==> src/rtl/cmd_entry.sv <==
// Command entry sequencer: debounces the set button, collects opcode and two
// register IDs from the switches, then offers the command over valid/ready.
module cmd_entry #(
    parameter int DEBOUNCE_CYCLES = 16,
    parameter int REG_COUNT       = 8
) (
    input  logic       clock,
    input  logic       resetN,
    input  logic [3:0] inputs,
    input  logic       setButton,
    output logic [3:0] opCode,
    output logic [3:0] regID1,
    output logic [3:0] regID2,
    output logic [2:0] stage,
    output logic       cmdValid,
    input  logic       cmdReady,
    input  logic       opDone,
    output logic       badReg,
    output logic       busy
);

    typedef enum logic [2:0] {
        SEL_OP    = 3'd0,
        SEL_R1    = 3'd1,
        SEL_R2    = 3'd2,
        ISSUE     = 3'd3,
        WAIT_DONE = 3'd4
    } state_t;

    localparam int               CNT_W     = $clog2(DEBOUNCE_CYCLES);
    localparam logic [CNT_W-1:0] CNT_MAX   = CNT_W'(DEBOUNCE_CYCLES - 1);
    localparam logic [4:0]       REG_LIMIT = (REG_COUNT >= 16) ? 5'd16 : 5'(REG_COUNT);

    // Register IDs at or above the register count are rejected.
    function automatic logic reg_id_ok(input logic [3:0] id);
        reg_id_ok = ({1'b0, id} < REG_LIMIT);
    endfunction

    logic             sync1_r;
    logic             sync2_r;
    logic             stable_r;
    logic [CNT_W-1:0] cnt_r;
    logic             press_r;

    state_t           state_r;
    state_t           state_nxt_s;
    logic             lat_op_s;
    logic             lat_r1_s;
    logic             lat_r2_s;
    logic             bad_s;
    logic             xfer_s;

    logic [3:0]       op_r;
    logic [3:0]       r1_r;
    logic [3:0]       r2_r;
    logic             valid_r;
    logic             bad_r;
    logic             busy_r;

    // Button synchronizer and debouncer; press pulse only on released->pressed.
    always_ff @(posedge clock) begin
        if (!resetN) begin
            sync1_r  <= 1'b1;
            sync2_r  <= 1'b1;
            stable_r <= 1'b1;
            cnt_r    <= '0;
            press_r  <= 1'b0;
        end else begin
            sync1_r <= setButton;
            sync2_r <= sync1_r;
            press_r <= 1'b0;
            if (sync2_r == stable_r) begin
                cnt_r <= '0;
            end else if (cnt_r == CNT_MAX) begin
                stable_r <= sync2_r;
                cnt_r    <= '0;
                press_r  <= ~sync2_r;
            end else begin
                cnt_r <= cnt_r + CNT_W'(1);
            end
        end
    end

    assign xfer_s = (state_r == ISSUE) && valid_r && cmdReady;

    // Next-state logic and latch enables for the selection sequence.
    always_comb begin
        state_nxt_s = state_r;
        lat_op_s    = 1'b0;
        lat_r1_s    = 1'b0;
        lat_r2_s    = 1'b0;
        bad_s       = 1'b0;
        case (state_r)
            SEL_OP: begin
                if (press_r) begin
                    lat_op_s    = 1'b1;
                    state_nxt_s = SEL_R1;
                end else begin
                    state_nxt_s = SEL_OP;
                end
            end
            SEL_R1: begin
                if (press_r && reg_id_ok(inputs)) begin
                    lat_r1_s    = 1'b1;
                    state_nxt_s = SEL_R2;
                end else if (press_r) begin
                    bad_s = 1'b1;
                end else begin
                    state_nxt_s = SEL_R1;
                end
            end
            SEL_R2: begin
                if (press_r && reg_id_ok(inputs)) begin
                    lat_r2_s    = 1'b1;
                    state_nxt_s = ISSUE;
                end else if (press_r) begin
                    bad_s = 1'b1;
                end else begin
                    state_nxt_s = SEL_R2;
                end
            end
            ISSUE: begin
                if (xfer_s) begin
                    state_nxt_s = WAIT_DONE;
                end else begin
                    state_nxt_s = ISSUE;
                end
            end
            WAIT_DONE: begin
                if (opDone) begin
                    state_nxt_s = SEL_OP;
                end else begin
                    state_nxt_s = WAIT_DONE;
                end
            end
            default: state_nxt_s = SEL_OP;
        endcase
    end

    // State, command latches and registered status outputs.
    always_ff @(posedge clock) begin
        if (!resetN) begin
            state_r <= SEL_OP;
            op_r    <= 4'd0;
            r1_r    <= 4'd0;
            r2_r    <= 4'd0;
            valid_r <= 1'b0;
            bad_r   <= 1'b0;
            busy_r  <= 1'b0;
        end else begin
            state_r <= state_nxt_s;
            if (lat_op_s) op_r <= inputs;
            if (lat_r1_s) r1_r <= inputs;
            if (lat_r2_s) r2_r <= inputs;
            // Offer starts one cycle after entering ISSUE and ends at transfer.
            valid_r <= (state_r == ISSUE) && !xfer_s;
            bad_r   <= bad_s;
            busy_r  <= (state_nxt_s == ISSUE) || (state_nxt_s == WAIT_DONE);
        end
    end

    assign opCode   = op_r;
    assign regID1   = r1_r;
    assign regID2   = r2_r;
    assign stage    = state_r;
    assign cmdValid = valid_r;
    assign badReg   = bad_r;
    assign busy     = busy_r;

endmodule

==> config.mk <==
export PLATFORM = sky130hd
export DESIGN_NAME = cmd_entry
export DESIGN_NICKNAME = d
export VERILOG_FILES = /design/src/rtl/cmd_entry.sv
export SDC_FILE = /design/constraint.sdc
export NUM_CORES = 1
export LEC_CHECK = 0
export BUFFER_PORTS_ARGS = -buffer_cell sky130_fd_sc_hd__buf_2
export CAP_MARGIN = 20
export CORE_MARGIN = 2
export CORE_UTILIZATION = 49
export CTS_CLUSTER_SIZE = 14
export DETAILED_ROUTE_END_ITERATION = 7
export PLACE_DENSITY = 0.78
export RECOVER_POWER = 100
export SYNTH_ARGS = -nofsm -noshare
export SYNTH_HDL_FRONTEND = slang
export SYNTH_SLANG_ARGS = --single-unit
export TNS_END_PERCENT = 5
==> constraint.sdc <==
create_clock -name clock -period 1.3 [get_ports clock]
set_input_delay 0.13 -clock clock [delete_from_list [all_inputs] [get_ports clock]]
set_output_delay 0.13 -clock clock [all_outputs]
set_load 0.03 [all_outputs]
==> results of run 1 <==
layer usage:
| layer | routed length, um | part of all wire, % | vias to the layer above |
|---|---|---|---|
| met3 | 118 | 6.3 | 4 |
| met2 | 876 | 46 | 31 |
| met4 | 32 | 1.7 | 0 |
| met5 | 0 | 0 | - |
| li1 | - | - | 399 |
| met1 | 856 | 45 | 353 |
metrics by stage:
| step | TNS, ps | setup WS, ps |
|---|---|---|
| after detailed placement | 0 | 17.7 |
| final | 0 | 29.7 |
| after global routing | -15.8 | -15.8 |
| after global placement | 0 | 92.5 |
| after floorplan | 0 | 18.3 |
| after CTS | 0 | 1.07 |
where the power goes:
| group | internal, mW | switching, mW |
|---|---|---|
| clock | 0.171 | 0.232 |
| sequential | 0.798 | 0.00197 |
| combinational | 0.0205 | 0.0251 |
area by class of cell:
cell class / instances / area (um^2) / share of cell area, %
timing repair buffer: 31 / 151 / 12.3
sequential: 26 / 526 / 42.8
inverter: 2 / 7.51 / 0.612
tap: 27 / 33.8 / 2.75
clock buffer: 4 / 36.3 / 2.96
multi-input combinational: 67 / 473 / 38.5
registers in the layout, summed over array words and instances, names as in the netlist:
name      cells
opCode        4
sync1_r       1
press_r       1
badReg        1
regID2        4
stage         3
cmdValid      1
stable_r      1
busy          1
regID1        4
sync2_r       1
cnt_r         4
cell usage in the layout, fill, tap and decap left out, types with 2 or more instances in the layout:
| cell | netlist | final |
|---|---|---|
| nand2_1 | 15 | 15 |
| nor3_1 | 2 | 2 |
| clkbuf_4 | 0 | 3 |
| nor2b_1 | 4 | 4 |
| dfxtp_1 | 26 | 24 |
| xor2_1 | 3 | 3 |
| buf_4 | 0 | 4 |
| nor4b_2 | 1 | 2 |
| inv_1 | 2 | 2 |
| nor2_1 | 6 | 6 |
| nand2b_1 | 3 | 3 |
| nand3_1 | 7 | 6 |
| buf_2 | 2 | 11 |
| mux2i_1 | 12 | 12 |
| clkbuf_1 | 2 | 15 |
| and3_1 | 3 | 3 |
final timing paths:
kind                             endpoint       from  depth (start not counted)
worst max register to register  regID2[3]    press_r                          3
worst min register to register    sync2_r    sync1_r                          1
worst max-delay path             stage[0]   stage[0]                          2
worst min-delay path            regID1[1]  inputs[1]                          3
critical path, delay by kind of cell, from the launching register on:
| family | cells | cell delay [ps] |
|---|---|---|
| DFF | 1 | 430 |
| buffers and inverters | 2 | 390 |
kinds of logic after synthesis:
group	after synthesis	synth area share (%)
and+or+nand+nor	45	25.1
DFF	26	51.9
muxes	12	12.0
buffers and inverters	6	2.50
AOI/OAI and AO/OA	5	3.75
xor gates and xnor gates	4	3.50
adders and majority gates	1	1.25
what timing repair did:
action	CTS	global route
pin swaps	0	0
setup endpoints to repair	1	6
gates resized for setup	1	4
endpoints found under the hold margin	1	0
hold buffers	1	0
==> impl_metrics.csv, run 1 <==
group,metric,value,unit
outcome,outcome,"finished clean",
yosys,ys_seq_elements,26,
yosys,syn_area,0.00100,mm^2
yosys,synth_common_cells,"dfxtp_1 (26), nand2_1 (15), mux2i_1 (12), nand3_1 (7), nor2_1 (6)",
cts,cts_setup_buffers,0,
power,powerDensity,1020,mW/mm^2
placement,hpwl,1330,um
yosys,synth-main-ff-cell,"dfxtp_1",
die,die-width,49.2,um
sta,slew_viol_final,0,
global_routing,grt_pass1_wl,3000,um
power,total_power,1.25,mW
worst_setup_path,critPathSlowestCell,"dfxtp_2",
worst_setup_path,max_stage_delay,430,ps
placement,gp_congestion,0.904,
global_routing,grt_antenna_before_repair,0,
die,design.die.area,0.00242,mm^2
cts,clock_latency,320,ps
worst_setup_path,path_cells,"buf_4, buf_2",
yosys,avgSynthCellArea,10.1,um^2
worst_setup_path,required,1170,ps
die,core,0.00194,mm^2
sta,max_freq,787,MHz
sta,min_period,1270,ps
drt,wl,1880,um
sta,hold_viol,0,
global_routing,use_met1,20.2,%
yosys,async_reset_ff_share,0,%
placement,post_dp_cell_area,0.00118,mm^2
cells_and_area,fin_nets,141,
global_routing,use_met3,2.76,%
cells_and_area,syn_to_final_growth,22.5,%
yosys,synth_edf_count,0,
yosys,yosys_warnings,0,
sta,hold_ws,74.5,ps
yosys,yosys.area.top_type,"dfxtp_1",
global_routing,use_met2,26.4,%
drt,drt_iter0_markers,7,
global_routing,grtUsageTotal,16.1,%
cts,cts_max_level,1,
yosys,yosysTopAreaCellShare,51.9,%
cts,clkTransAtPathRegs,140,ps
drt,via_per_inst,5.01,
worst_setup_path,rrSetupSlack,100,ps
cts,cts_buffer_depth,2,
yosys,synthCells,99,
placement,io_buffers,26,
die,fp.dieH,49.2,um
drt,wl_per_cell,12.0,um
global_routing,busiest_layer,"met2",
worst_hold_path,hp-class,"input pin to flip-flop",
cts,cts_tree,"built",
global_routing,grt_start_max_net_pins,21,
sta,rsz0062_at_grt,"yes",
yosys,yosysMostFrequentCell,"dfxtp_1",
cells_and_area,drive_gt1_share,20.0,%
power,vdd_drop_max,0.542,mV
yosys,ys_top_cells_by_area,"dfxtp_1 (52%), mux2i_1 (12%), nand2_1 (5.6%)",
drt,num_vias,787,
worst_setup_path,startpoint_type,"flip-flop",
cells_and_area,fill_cells,186,
yosys,ys_seq_area_share,51.9,%
yosys,synth_cell_types,25,
flow_run,cap_violations,0,
worst_setup_path,endpoint_kind,"output pin",
placement,place_inst,152,
global_routing,grt_pass1_vias,730,
cells_and_area,final_cells,157,
drt,drc,0,
die,io_pins,27,
cts,cts_inserted_buffers,3,
cts,cts_sinks,26,
die,rows,16,
drt,dr.pass1.iters,4,
sta,finalClockSkew,6.17,ps
yosys,syn_nets,109,
worst_setup_path,setup.worst_path.class,"flip-flop to output pin",
sta,slew_headroom,74.1,%
power,leakagePower,0.510,nW
cells_and_area,fin_util,63.2,%
cells_and_area,postLayoutCellArea,0.00123,mm^2
cells_and_area,diodes,0,
die,initial_core_util,51.6,%
sta,fin_crit_sh,97.7,%
cts,cts-root-buf,"clkbuf_4",
worst_setup_path,cp_max_fo,9,
drt,drt.antenna.violating_nets,0,
sta,worst_pin_slew,391,ps
worst_setup_path,worstPathArrival,1140,ps
sta,setup_viol,0,
global_routing,overflow,0,
No activity file was read; power rests on OpenSTA's default activity.
==> inputs of run 2 (changes only) <==
ABC_AREA = 1   (was unset)
==> run 2 against run 1 <==
  * Sequential power hardly changed
  * Highest routed layer unchanged
  * Hold slack worse by 4.3 ps
  * Utilization is 3.3 points lower
  * Critical endpoint is now busy
  * Critical path type is now flip-flop to flip-flop
  * Largest power group unchanged
==> impl_metrics.csv, run 2 <==
group,metric,value,unit
worst_hold_path,min_from,"inputs[3]",
cts,clock_latency,310,ps
global_routing,grt_start_max_net_pins,15,
yosys,syn_nets,128,
cells_and_area,final_cell_mix,"nor2_1 (29), dfxtp_1 (26), clkbuf_1 (16)",
die,io_pins,27,
yosys,syn_area,990,um^2
sta,finalClockSkew,8.23,ps
cells_and_area,fin_util,59.9,%
sta,fin_crit_sh,88.4,%
placement,hpwl,1410,um
flow_run,cap_violations,0,
cts,post_cts_resized,0,
worst_setup_path,crit_buf_inv,1,
cells_and_area,postLayoutCellArea,0.00116,mm^2
placement,post_dp_cell_area,0.00116,mm^2
power,total_power,1.25,mW
cts,cts_buffer_depth,2,
global_routing,grtUsageTotal,16.8,%
drt,wl_met2,864,um
worst_setup_path,crit_family,"simple AND/OR/NAND/NOR gates",
sta,slew_headroom,75.5,%
power,vdd_drop_max,0.652,mV
die,die-width,48.9,um
worst_setup_path,cp_max_fo,5,
yosys,synth_edf_count,0,
worst_setup_path,critPathSlowestCell,"dfxtp_1",
yosys,synthCells,118,
drt,wl,1850,um
worst_setup_path,endpoint_kind,"flip-flop",
cells_and_area,fin_nets,160,
worst_hold_path,whs_path_depth,3,
worst_setup_path,setup.worst_path.class,"flip-flop to flip-flop",
cts,cts_setup_buffers,0,
worst_setup_path,path_cells,"inv_2, nor2_1, nand3_2, nand2_1, nor2_2, o21bai_2",
sta,worst_slack,151,ps
yosys,ys_top_cells_by_area,"dfxtp_1 (53%), nor2_1 (11%), o21ai_0 (5.6%)",
die,initial_core_util,51.0,%
drt,dr.pass1.iters,4,
global_routing,grt_pass1_wl,3170,um
yosys,async_reset_ff_share,0,%
die,fp.dieH,48.9,um
worst_setup_path,r2r-end,"busy",
global_routing,grt_antenna_before_repair,0,
yosys,ys_seq_area_share,52.6,%
drt,drc,0,
global_routing,overflow,0,
die,core,0.00194,mm^2
yosys,synth_cell_types,23,
cts,cts_tree,"built",
sta,worst_pin_slew,369,ps
placement,io_buffers,26,
yosys,ys_seq_elements,26,
worst_setup_path,rrSetupSlack,150,ps
outcome,outcome,"finished clean",
drt,drt_iter0_markers,18,
worst_hold_path,whs_endpoint,"badReg",
sta,hold_viol,0,
global_routing,grt_pass1_vias,769,
drt,drt-met1-wl,895,um
yosys,yosysTopAreaCellShare,52.6,%
die,rows,16,
yosys,synth-main-ff-cell,"dfxtp_1",
yosys,avgSynthCellArea,8.39,um^2
drt,wl_met3,79,um
worst_setup_path,max_stage_delay,430,ps
sta,slew_viol_final,0,
drt,wl_per_cell,10.5,um
cells_and_area,fill_cells,203,
sta,max_freq,870,MHz
placement,gp_congestion,0.796,
cts,hold_buffers,1,
yosys,yosys_warnings,0,
drt,top_layer,"met4",
placement,place_ws,203,ps
drt,drt.antenna.violating_nets,0,
drt,num_vias,832,
cells_and_area,syn_to_final_growth,17.6,%
cts,cts_max_level,1,
worst_setup_path,ff2ff_path_depth,6,
drt,via_per_inst,4.73,
cts,cts_sinks,26,
cells_and_area,layout_commonest_cell,"nor2_1",
sta,rsz0062_at_grt,"no",
sta,setup_viol,0,
cts,cts-root-buf,"clkbuf_4",
cells_and_area,diodes,0,
worst_hold_path,hp-class,"input pin to flip-flop",
yosys,yosysMostFrequentCell,"nor2_1",
worst_setup_path,startpoint_type,"flip-flop",
worst_setup_path,required,1560,ps
die,design.die.area,0.00240,mm^2
sta,fin_setup_tns,0,ps
yosys,synth_common_cells,"nor2_1 (28), dfxtp_1 (26), nand2_1 (12), o21ai_0 (11)",
cells_and_area,drive_gt1_share,21.5,%
cts,clkTransAtPathRegs,140,ps
yosys,yosys.area.top_type,"dfxtp_1",
power,leakagePower,0.505,nW
worst_setup_path,worstPathArrival,1410,ps
worst_setup_path,timing.rr.start,"stage[1]",
sta,min_period,1150,ps
cts,cts_inserted_buffers,3,
power,powerDensity,1070,mW/mm^2
[run 2: tightest hold or removal path: cells and delay by family]
family,cells,cell delay (ps)
buf+inv,1,130
compound gates,1,40
simple gates,1,60
[run 2: how the worst max path moves through the flow]
| stage | start | to | slack (ps) | cells after the start |
|---|---|---|---|---|
| after floorplan | stage[0] | regID1[0] | 100 | 5 |
| after global placement | stage[0] | regID1[0] | 210 | 5 |
| after detailed placement | stage[0] | regID1[1] | 200 | 5 |
| after CTS | stage[2] | stage[2] | 150 | 1 |
| after global routing | stage[1] | busy | 40 | 6 |
| final | stage[1] | busy | 150 | 6 |
[run 2: cells by family after synthesis]
group,count (synthesis),share of synthesized area [%]
XOR/XNOR,2,1.77
buffers and inverters,14,5.56
AND/OR/NAND/NOR,58,28.1
adder cells (fa/ha/maj),1,1.26
flip-flops,26,52.6
AO/OA/AOI/OAI,17,10.7
[run 2: per-layer routing]
layer | vias to the layer above | GRT usage, %
met5 | - | 0
met4 | 0 | 7.62
met3 | 2 | 3.99
met2 | 17 | 27.9
met1 | 378 | 20.6
li1 | 435 | -
[run 2: stage by stage]
| step | cells | hold slack (ps) |
|---|---|---|
| floorplan | 118 | 237 |
| global placement | 171 | 316 |
| detailed placement | 171 | 320 |
| CTS | 176 | 67.3 |
| global route | 176 | 57.9 |
| finish | 176 | 70.2 |
[run 2: layout make-up]
cell class / count / area (um^2) / area share, %
repair buffers: 28 / 128 / 11.0
flip-flops and latches: 26 / 520 / 44.7
inverters: 13 / 50.0 / 4.30
clock buffers: 4 / 36.3 / 3.12
well taps: 27 / 33.8 / 2.90
multi-input cells: 78 / 395 / 34.0
[run 2: power by group]
part	switching, mW	internal (mW)
sequential	0.00245	0.801
combinational	0.0257	0.0195
clock	0.226	0.171
==> inputs of run 3 (changes only) <==
CORE_UTILIZATION = 34   (was 49)
PLACE_DENSITY = 0.59   (was 0.78)
==> run 3 against run 2 <==
  * Sequential power about the same
  * Critical path depth fell by 1
  * Die area rose by 40%
  * Critical endpoint is now regID2[2]
  * Largest cell class unchanged
==> impl_metrics.csv, run 3 (synthesis gave the netlist of run 2 again) <==
group,metric,value,unit
worst_setup_path,crit_start,"stage[1]",
worst_setup_path,required,1510,ps
cells_and_area,fin_nets,160,
global_routing,grt_pass1_vias,723,
worst_setup_path,endpoint_kind,"flip-flop",
sta,setup_viol,0,
power,powerDensity,1010,mW/mm^2
global_routing,overflow,0,
die,fp.dieH,58.0,um
drt,drc,0,
global_routing,grt_antenna_before_repair,0,
cts,cts_inserted_buffers,3,
drt,drt_iter0_markers,31,
worst_setup_path,timing.rr.start,"stage[1]",
worst_setup_path,startpoint_type,"flip-flop",
placement,place_ws,159,ps
worst_hold_path,hp-class,"input pin to flip-flop",
sta,slew_headroom,75.5,%
cells_and_area,drive_gt1_share,20.9,%
cts,cts_tree,"built",
drt,via_per_inst,4.64,
sta,fin_crit_sh,90.8,%
cts,cts_max_level,1,
cts,cts-root-buf,"clkbuf_4",
cells_and_area,fin_util,41.9,%
sta,slew_viol_final,0,
sta,fin_setup_tns,0,ps
sta,worst_slack,119,ps
sta,finalClockSkew,3.05,ps
sta,worst_pin_slew,369,ps
sta,hold_viol,0,
global_routing,grt_start_max_net_pins,14,
die,initial_core_util,35.9,%
worst_setup_path,worstPathArrival,1390,ps
sta,max_freq,847,MHz
outcome,outcome,"finished clean",
die,io_pins,27,
die,rows,19,
worst_setup_path,setup.worst_path.class,"flip-flop to flip-flop",
power,leakagePower,0.493,nW
worst_setup_path,cp_max_fo,5,
sta,hold_ws,55.6,ps
worst_hold_path,min_from,"resetN",
placement,io_buffers,26,
cts,cts_sinks,26,
drt,num_vias,830,
drt,dr.pass1.iters,4,
cells_and_area,fill_cells,298,
placement,hpwl,1420,um
drt,wl,1810,um
cells_and_area,multi_input_area,395,um^2
cts,clkTransAtPathRegs,130,ps
cts,clock_latency,310,ps
cells_and_area,diodes,0,
power,vdd_drop_max,0.758,mV
cts,cts_buffer_depth,2,
global_routing,grtUsageTotal,11.7,%
cells_and_area,final_cell_mix,"nor2_1 (28), dfxtp_1 (26), clkbuf_1 (16)",
placement,gp_congestion,0.768,
flow_run,cap_violations,0,
cells_and_area,syn_to_final_growth,16.7,%
cells_and_area,regArea,520,um^2
drt,wl_per_cell,10.1,um
global_routing,grt_pass1_wl,3060,um
sta,rsz0062_at_grt,"no",
die,core,0.00276,mm^2
die,design.die.area,0.00336,mm^2
cells_and_area,layout_commonest_cell,"nor2_1",
die,die-width,58.0,um
sta,min_period,1180,ps
drt,drt.antenna.violating_nets,0,
-- run 3: cell types whose count changed in the layout (fill, tap and decap cells not counted), sizes merged --
| cell | delta |
|---|---|
| clkbuf | -1 |
-- run 3: final timing paths --
check	slack (ps)	endpoint	cells past startpoint
worst max-delay path	120	regID2[2]	5
worst min-delay path	60	stable_r	2
worst max register to register	120	regID2[2]	5
worst min register to register	430	sync2_r	1
-- run 3: layout make-up --
class / count / share of cell area (%)
well taps: 31 / 3.36
repair buffers: 28 / 11.1
multi-input cells: 78 / 34.2
flip-flops and latches: 26 / 45.1
clock buffers: 3 / 1.95
inverters: 13 / 4.33
-- run 3: worst max-delay path: stages, from the launching register on --
cell     delay [ps]
dfxtp_1         400
inv_1           120
nor2_2          110
nand3_1         190
o21ai_0         210
nor2_1           60
-- run 3: what timing repair did --
action,CTS,global route
hold buffers,1,0
setup endpoints to repair,0,0
setup buffers,0,0
gates resized for setup,0,0
endpoints found under the hold margin,1,0
-- run 3: per-stage QoR --
step | total power, mW | cell area [um^2] | cells
floorplan | 0.839 | 990 | 118
global route | 1.21 | 1150 | 179
global placement | 0.863 | 1160 | 175
CTS | 1.19 | 1190 | 179
finish | 1.17 | 1150 | 179
detailed placement | 0.863 | 1160 | 175
-- run 3: power by group --
group          leakage [nW]  switching, mW  internal, mW
combinational         0.270         0.0248        0.0194
clock                0.0138          0.213         0.108
sequential            0.210        0.00221         0.800
-- run 3: layer usage --
layer | up-vias | wire length [um] | global-route usage (%)
li1 | 437 | - | -
met1 | 367 | 857 | 14.6
met2 | 24 | 812 | 19.2
met3 | 2 | 127 | 4.46
met4 | 0 | 15 | 2.99
met5 | - | 0 | 0
